==> src/rtl/id_ex_stage.sv <==
// ID/EX pipeline stage: elastic two-entry (main + skid) register carrying
// decoded operands and control bits from decode to execute, with flush and
// zeroed control bits whenever the execute side sees a bubble.
module id_ex_stage #(
  parameter int unsigned DATA_W  = 8,
  parameter int unsigned REG_W   = 8,
  parameter int unsigned ALUFN_W = 1
) (
  input  logic               clk2,
  input  logic               rst,
  input  logic               flush,
  input  logic               in_valid,
  output logic               in_ready,
  input  logic [DATA_W-1:0]  in_imm,
  input  logic [DATA_W-1:0]  in_a,
  input  logic [DATA_W-1:0]  in_b,
  input  logic [REG_W-1:0]   in_m1,
  input  logic [REG_W-1:0]   in_m2,
  input  logic               in_alu_src,
  input  logic               in_mem_write,
  input  logic               in_mem_read,
  input  logic               in_mem_to_reg,
  input  logic [ALUFN_W-1:0] in_alu_fn,
  output logic               out_valid,
  input  logic               out_ready,
  output logic [DATA_W-1:0]  out_imm,
  output logic [DATA_W-1:0]  out_a,
  output logic [DATA_W-1:0]  out_b,
  output logic [REG_W-1:0]   out_m1,
  output logic [REG_W-1:0]   out_m2,
  output logic               out_alu_src,
  output logic [ALUFN_W-1:0] out_alu_fn,
  output logic               out_mem_write,
  output logic               out_mem_read,
  output logic               out_mem_to_reg,
  output logic [1:0]         occ
);

  // Control bits sit in the low CTRL_W bits so bubbles can clear them as a slice.
  localparam int unsigned CTRL_W = ALUFN_W + 4;
  localparam int unsigned PL_W   = 3 * DATA_W + 2 * REG_W + CTRL_W;

  logic [PL_W-1:0] in_pl;
  logic [PL_W-1:0] main_q, main_d;
  logic [PL_W-1:0] skid_q, skid_d;
  logic            main_v_q, main_v_d;
  logic            skid_v_q, skid_v_d;
  logic            rdy_q;
  logic [1:0]      occ_q;
  logic            xfer;
  logic            acc;

  assign in_pl = {in_imm, in_a, in_b, in_m1, in_m2,
                  in_alu_src, in_alu_fn, in_mem_write, in_mem_read, in_mem_to_reg};

  assign {out_imm, out_a, out_b, out_m1, out_m2,
          out_alu_src, out_alu_fn, out_mem_write, out_mem_read, out_mem_to_reg} = main_q;
  assign out_valid = main_v_q;
  assign in_ready  = rdy_q;
  assign occ       = occ_q;

  // Next-state for main/skid entries: drain skid into main, then accept into the free slot.
  always_comb begin
    main_d   = main_q;
    skid_d   = skid_q;
    main_v_d = main_v_q;
    skid_v_d = skid_v_q;
    xfer     = main_v_q & out_ready;
    acc      = in_valid & rdy_q;

    if (xfer) begin
      if (skid_v_q) begin
        main_d   = skid_q;
        skid_v_d = acc;
        if (acc) begin
          skid_d = in_pl;
        end
      end else begin
        main_v_d = acc;
        if (acc) begin
          main_d = in_pl;
        end else begin
          main_d = {main_q[PL_W-1:CTRL_W], {CTRL_W{1'b0}}};
        end
      end
    end else if (!main_v_q) begin
      if (acc) begin
        main_v_d = 1'b1;
        main_d   = in_pl;
      end
    end else if (!skid_v_q) begin
      if (acc) begin
        skid_v_d = 1'b1;
        skid_d   = in_pl;
      end
    end

    // Squash keeps the current data fields but never exposes live control bits.
    if (flush) begin
      main_v_d = 1'b0;
      skid_v_d = 1'b0;
      main_d   = {main_q[PL_W-1:CTRL_W], {CTRL_W{1'b0}}};
      skid_d   = skid_q;
    end
  end

  // State registers; in_ready and occ are flopped from the next-state values.
  always_ff @(posedge clk2) begin
    if (rst) begin
      main_q   <= '0;
      skid_q   <= '0;
      main_v_q <= 1'b0;
      skid_v_q <= 1'b0;
      rdy_q    <= 1'b1;
      occ_q    <= 2'd0;
    end else begin
      main_q   <= main_d;
      skid_q   <= skid_d;
      main_v_q <= main_v_d;
      skid_v_q <= skid_v_d;
      rdy_q    <= ~skid_v_d;
      occ_q    <= 2'(main_v_d) + 2'(skid_v_d);
    end
  end

endmodule
==> config.mk <==
export PLATFORM = sky130hd
export DESIGN_NAME = id_ex_stage
export DESIGN_NICKNAME = d
export VERILOG_FILES = /design/src/rtl/id_ex_stage.sv
export SDC_FILE = /design/constraint.sdc
export NUM_CORES = 1
export LEC_CHECK = 0
export CORE_AREA = 3 3 137 139
export CTS_BUF_LIST = sky130_fd_sc_hd__clkbuf_16
export DETAILED_ROUTE_END_ITERATION = 6
export DIE_AREA = 0 0 140 142
export PLACE_DENSITY = 0.56
export SLEW_MARGIN = 20
export SYNTH_ARGS = -nofsm -noshare
export SYNTH_HDL_FRONTEND = slang
export SYNTH_SLANG_ARGS = --single-unit
==> constraint.sdc <==
create_clock -name clk2 -period 1.38 [get_ports clk2]
set_input_delay 0.207 -clock clk2 [delete_from_list [all_inputs] [get_ports clk2]]
set_output_delay 0.207 -clock clk2 [all_outputs]
set_load 0.05 [all_outputs]
Word-level counts from Yosys, hierarchy flattened
Index checks and enable logic that the tools add are counted.
Widths: inputs -> output; s select.
{ "totals": {"reg_bits": 95} }
{ "op_classes": {"mux": 20, "n_reduce_logical": 7, "add_sub_neg": 1, "n_eq_ne": 3, "bitwise_logic": 4} }
{ "op_table": {"columns": ["operator", "count"], "rows": [
  ["$mux 45", 10],
  ["$mux 1", 10],
  ["$reduce_and 4->1", 2],
  ["$reduce_bool 2->1", 3],
  ["$ne 2x1->1 const B", 2],
  ["$add 1x1->2", 1],
  ["$and 1x1->1", 2],
  ["$ne 2x2->1 const B", 1],
  ["$not 1->1", 2],
  ["$reduce_and 2->1", 1],
  ["$reduce_or 2->1", 1]
]} }

Longest topological paths before layout
{ "logic_depth": {"ltp_word": 7, "depth_mapped": 7, "mapped_depth_nobuf": 5} }

Worst setup path before layout
Ideal clock, no wire load.
{ "synth_timing": {"path_kind": "reg-to-reg", "start": "register main_v_q, in the netlist out_valid", "end": "register main_q[39]", "slack_ns": -0.395, "path_stages_with_launch": 7, "setup_time_ns": 0.089, "arrival_time_ns": 1.687, "path_cell_list": "dfxtp_1 buf_2 and3_1 buf_4 buf_2 nand2_1 a311oi_2"} }
{ "synth_via": {"elab_chain_len": 3} }
{ "synth_rtl": {"columns": ["element", "line_no", "rtl"], "rows": [
  ["from (decl)", "46", "logic main_v_q, main_v_d;"],
  ["from (signal assigned)", "119", "main_v_q <= main_v_d;"],
  ["$and 1x1->1", "68", "xfer = main_v_q & out_ready;"],
  ["$ne 2x1->1 (no line) or $reduce_bool 2->1 (tied branches)", null, null],
  ["$reduce_and 4->1 (no line)", null, null],
  ["to (signal assigned)", "117", "main_q <= main_d;"],
  ["to (decl)", "44", "logic [PL_W-1:0] main_q, main_d;"]
]} }
Parallel ways exist; a longest one is shown, timed or not.
A chain may end at the register's enable or synchronous reset.

Worst setup path after layout
{ "layout_timing": {"start": "register rdy_q, in the netlist in_ready", "end": "register main_q[21]"} }
{ "layout_via": {"elab_chain_len": 3} }
{ "layout_rtl": {"columns": ["element", "line_no", "rtl"], "rows": [
  ["from (decl)", "48", "logic rdy_q;"],
  ["from (signal assigned)", "121", "rdy_q <= ~skid_v_d;"],
  ["$and 1x1->1 (*)", "69", "acc = in_valid & rdy_q;"],
  ["$reduce_bool 2->1 (no line)", null, null],
  ["$reduce_and 4->1 (no line) (*)", null, null]
]} }
Every way passes the cells marked *; elsewhere a longest branch is shown, timed or not.

==> summary.md <==
| Metric | Value |
|---|---|
| Status | finished clean |
| Vias per cell | 5.228 |
| Setup crit start kind | flop |
| Seq cells post-synth | 95 |
| Synth Warn # | 0 |
| Most used DFF post-synth | dfxtp_1 |
| Total GRT Usage | 13.73% |
| Clk_lat worst skew | 350 ps |
| H-Tree Depth | 3 |
| Worst Setup SP | in_ready$_SDFF_PP1_ |
| Hold Vio Cnt, Final | 0 |
| GP Congestion | 0.8012 |
| Detailed Place HPWL | 9.424 mm |
| Finished Core Util | 37.56% |
| Yosys top cell by area | dfxtp_1 |
| TritonCTS clock tree | done |
| DRC Markers | 0 |
| Top Ports | 99 |
| Net count, final | 624 |
| Port bufs | 98 |
| Crit Path Category | reg -> reg |
| Fill cell count | 1748 |
| Syn Area/Cell | 8.960 um2 |
| Peak supply drop | 0.5553 mV |
| Clk_skew | 9.980 ps |
| CTS max path bufs | 2 |
| Most instantiated cells after synthesis | dfxtp_1 (95), o21ai_0 (84), a21oi_1 (46), nand3_1 (46), nand2_1 (42) |
| Tightest Hold Check Type | in -> reg |
| FF/Latch Area | 1913 um2 |
| Hold slack | 159.8 ps |
| Global-route wire length before repair | 22.00 mm |
| Total Routed Length | 14.39 mm |
| Cell with the most instances after synthesis | dfxtp_1 |
| Crit path time final | 1347 ps |
| Reg2reg start | in_ready$_SDFF_PP1_ |
| Yosys cell types | 32 |
| Pwr Density | 1018 nW/um2 |
| Pin count of the biggest net entering global routing | 47 |
| Layout cell share with drive strength beyond 1 | 26.22% |
| Clock Sinks | 95 |
| Setup repair after global routing missed its margin | yes |
| DRT Pass-1 Iters | 4 |
| Clk Tree Root Cell | clkbuf_16 |
| CP max FO | 21 |
| FMAX | 0.7425 GHz |
| Core footprint | 17780 um2 |
| Area fraction of the dominant cell type after synthesis | 43.32% |
| GRT overflow | 0 |
| Max Cap Viol | 0 |
| Clk pin slew, worst setup/hold paths | 70 ps |
| Die area | 19880 um2 |
| Mapped Cells | 490 |
| Hold buffers post-CTS | 0 |
| Die width | 140 um |
| Routed len/inst | 17.86 um |
| Crit end category | flop |
| Syn-to-layout area delta | 52.09% |
| Slew Viols, Final | 0 |
| Initial Util | 24.69% |
| Required time worst endpoint | 1640 ps |
| Top cells by area, synth | dfxtp_1 (43%), a311oi_2 (14%), o21ai_0 (9.6%) |
| Initial antenna violation count | 1 |
| EDFF count, synth | 0 |
| Max_slew headroom | 74.41% |
| Register area share after synthesis | 43.32% |
| Synthesized area | 4390 um2 |
| Worst-margin pin slew | 383.9 ps |
| Die Y-Extent | 142 um |
| Total CTS buffers | 9 |
| Row cnt | 49 |
| Hold Crit Start | rst |
| Synthesized net count | 541 |
| DRT iter0 DRCs | 273 |
| Vias | 4214 |
| Asr flop ratio synth | 0% |
| Vias in the first global route | 4293 |
| Area occupied by multi-input gates | 2240 um2 |
| DRT antenna net count | 0 |
| Final period util | 97.59% |
| WP data arrival | 1600 ps |
| Final setup violation count | 0 |
| Pleak | 2.170 nW |
| Sum of negative setup slack | 0 ps |
==> path summary, 6_finish.rpt <==
check / to / slack [ps] / cells past startpoint
setup / recovery: main_q[21]$_SDFFE_PP0P_ / 30 / 4
hold / removal: in_ready$_SDFF_PP1_ / 160 / 3
setup reg to reg: main_q[21]$_SDFFE_PP0P_ / 30 / 4
hold reg to reg: skid_q[19]$_SDFFE_PP0P_ / 470 / 2
==> where the power goes <==
group | internal (W) | switching (W) | total [W]
clock network | 0.00136 | 0.000994 | 0.00235
logic | 0.000711 | 0.000784 | 0.00150
registers | 0.00284 | 0.000115 | 0.00295
total | 0.00491 | 0.00189 | 0.00680
==> metal layers <==
layer,GRT usage (%),routed length [um],vias up
met3,3.360,862,25
met2,23.07,7147,154
met4,7.139,393,0
li1,-,-,1995
met5,0,0,-
met1,16.33,5990,2040
==> placed cells by master (no fill, tap or decap), types with 3 or more instances in the layout <==
cell type and count:
clkdlybuf4s50_1 46, a311oi_2 40, clkbuf_16 10, o21ai_1 7, a31oi_1 39, nand3_1 45, o21ai_0 78, nand2_1 42
buf_6 3, dfxtp_4 3, buf_4 15, a21oi_1 46, mux2i_1 5, dfxtp_1 92, buf_12 64, nor2_1 3
inv_1 3, o2bb2ai_1 5
==> metrics by stage <==
stage,power [W],area [um2],std cells,setup WS [ps]
floorplan,0.003715,4424,490,-98.58
global placement,0.004459,6307,787,-326.2
detailed placement,0.004486,6307,787,-405.2
CTS,0.006856,6595,801,0.8934
global route,0.007029,6678,806,-22.11
finish,0.006801,6678,806,33.27
==> cells by family after synthesis <==
logic type,Yosys count,share of synthesized area (%)
AND/OR/NAND/NOR,104,11.20
multiplexers,5,1.140
flip-flops,95,43.32
AO/OA/AOI/OAI,220,36.31
XOR/XNOR,2,0.7412
adder cells (fa/ha/maj),1,0.2849
buffers and inverters,63,7.010
==> critical path, stage by stage (launching register included) <==
cell	delay (ps)
dfxtp_4	380
a22o_4	270
and3_4	210
buf_12	170
a311oi_2	220
==> state kept, by name, indices dropped and copies added, names as in the netlist <==
register   cells
main_q        45
out_valid      1
occ            2
skid_q        45
in_ready       1
skid_v_q       1
==> what timing repair did <==
action                     in CTS  in global routing
setup endpoints to repair      15                 75
cloned                          0                  2
resized for setup               6                 16
setup buffers                   0                  2
pin swaps                       0                  2
==> cell type report <==
type	count	share of cell area (%)
Sequential cell	95	28.65
Clock inverter	5	0.6745
Tap cell	229	4.291
Multi-Input combinational cell	332	33.54
Inverter	2	0.1124
Timing Repair Buffer	133	29.32
Antenna cell	1	0.03747
Clock buffer	9	3.373
(Power assumes the default switching activity.)
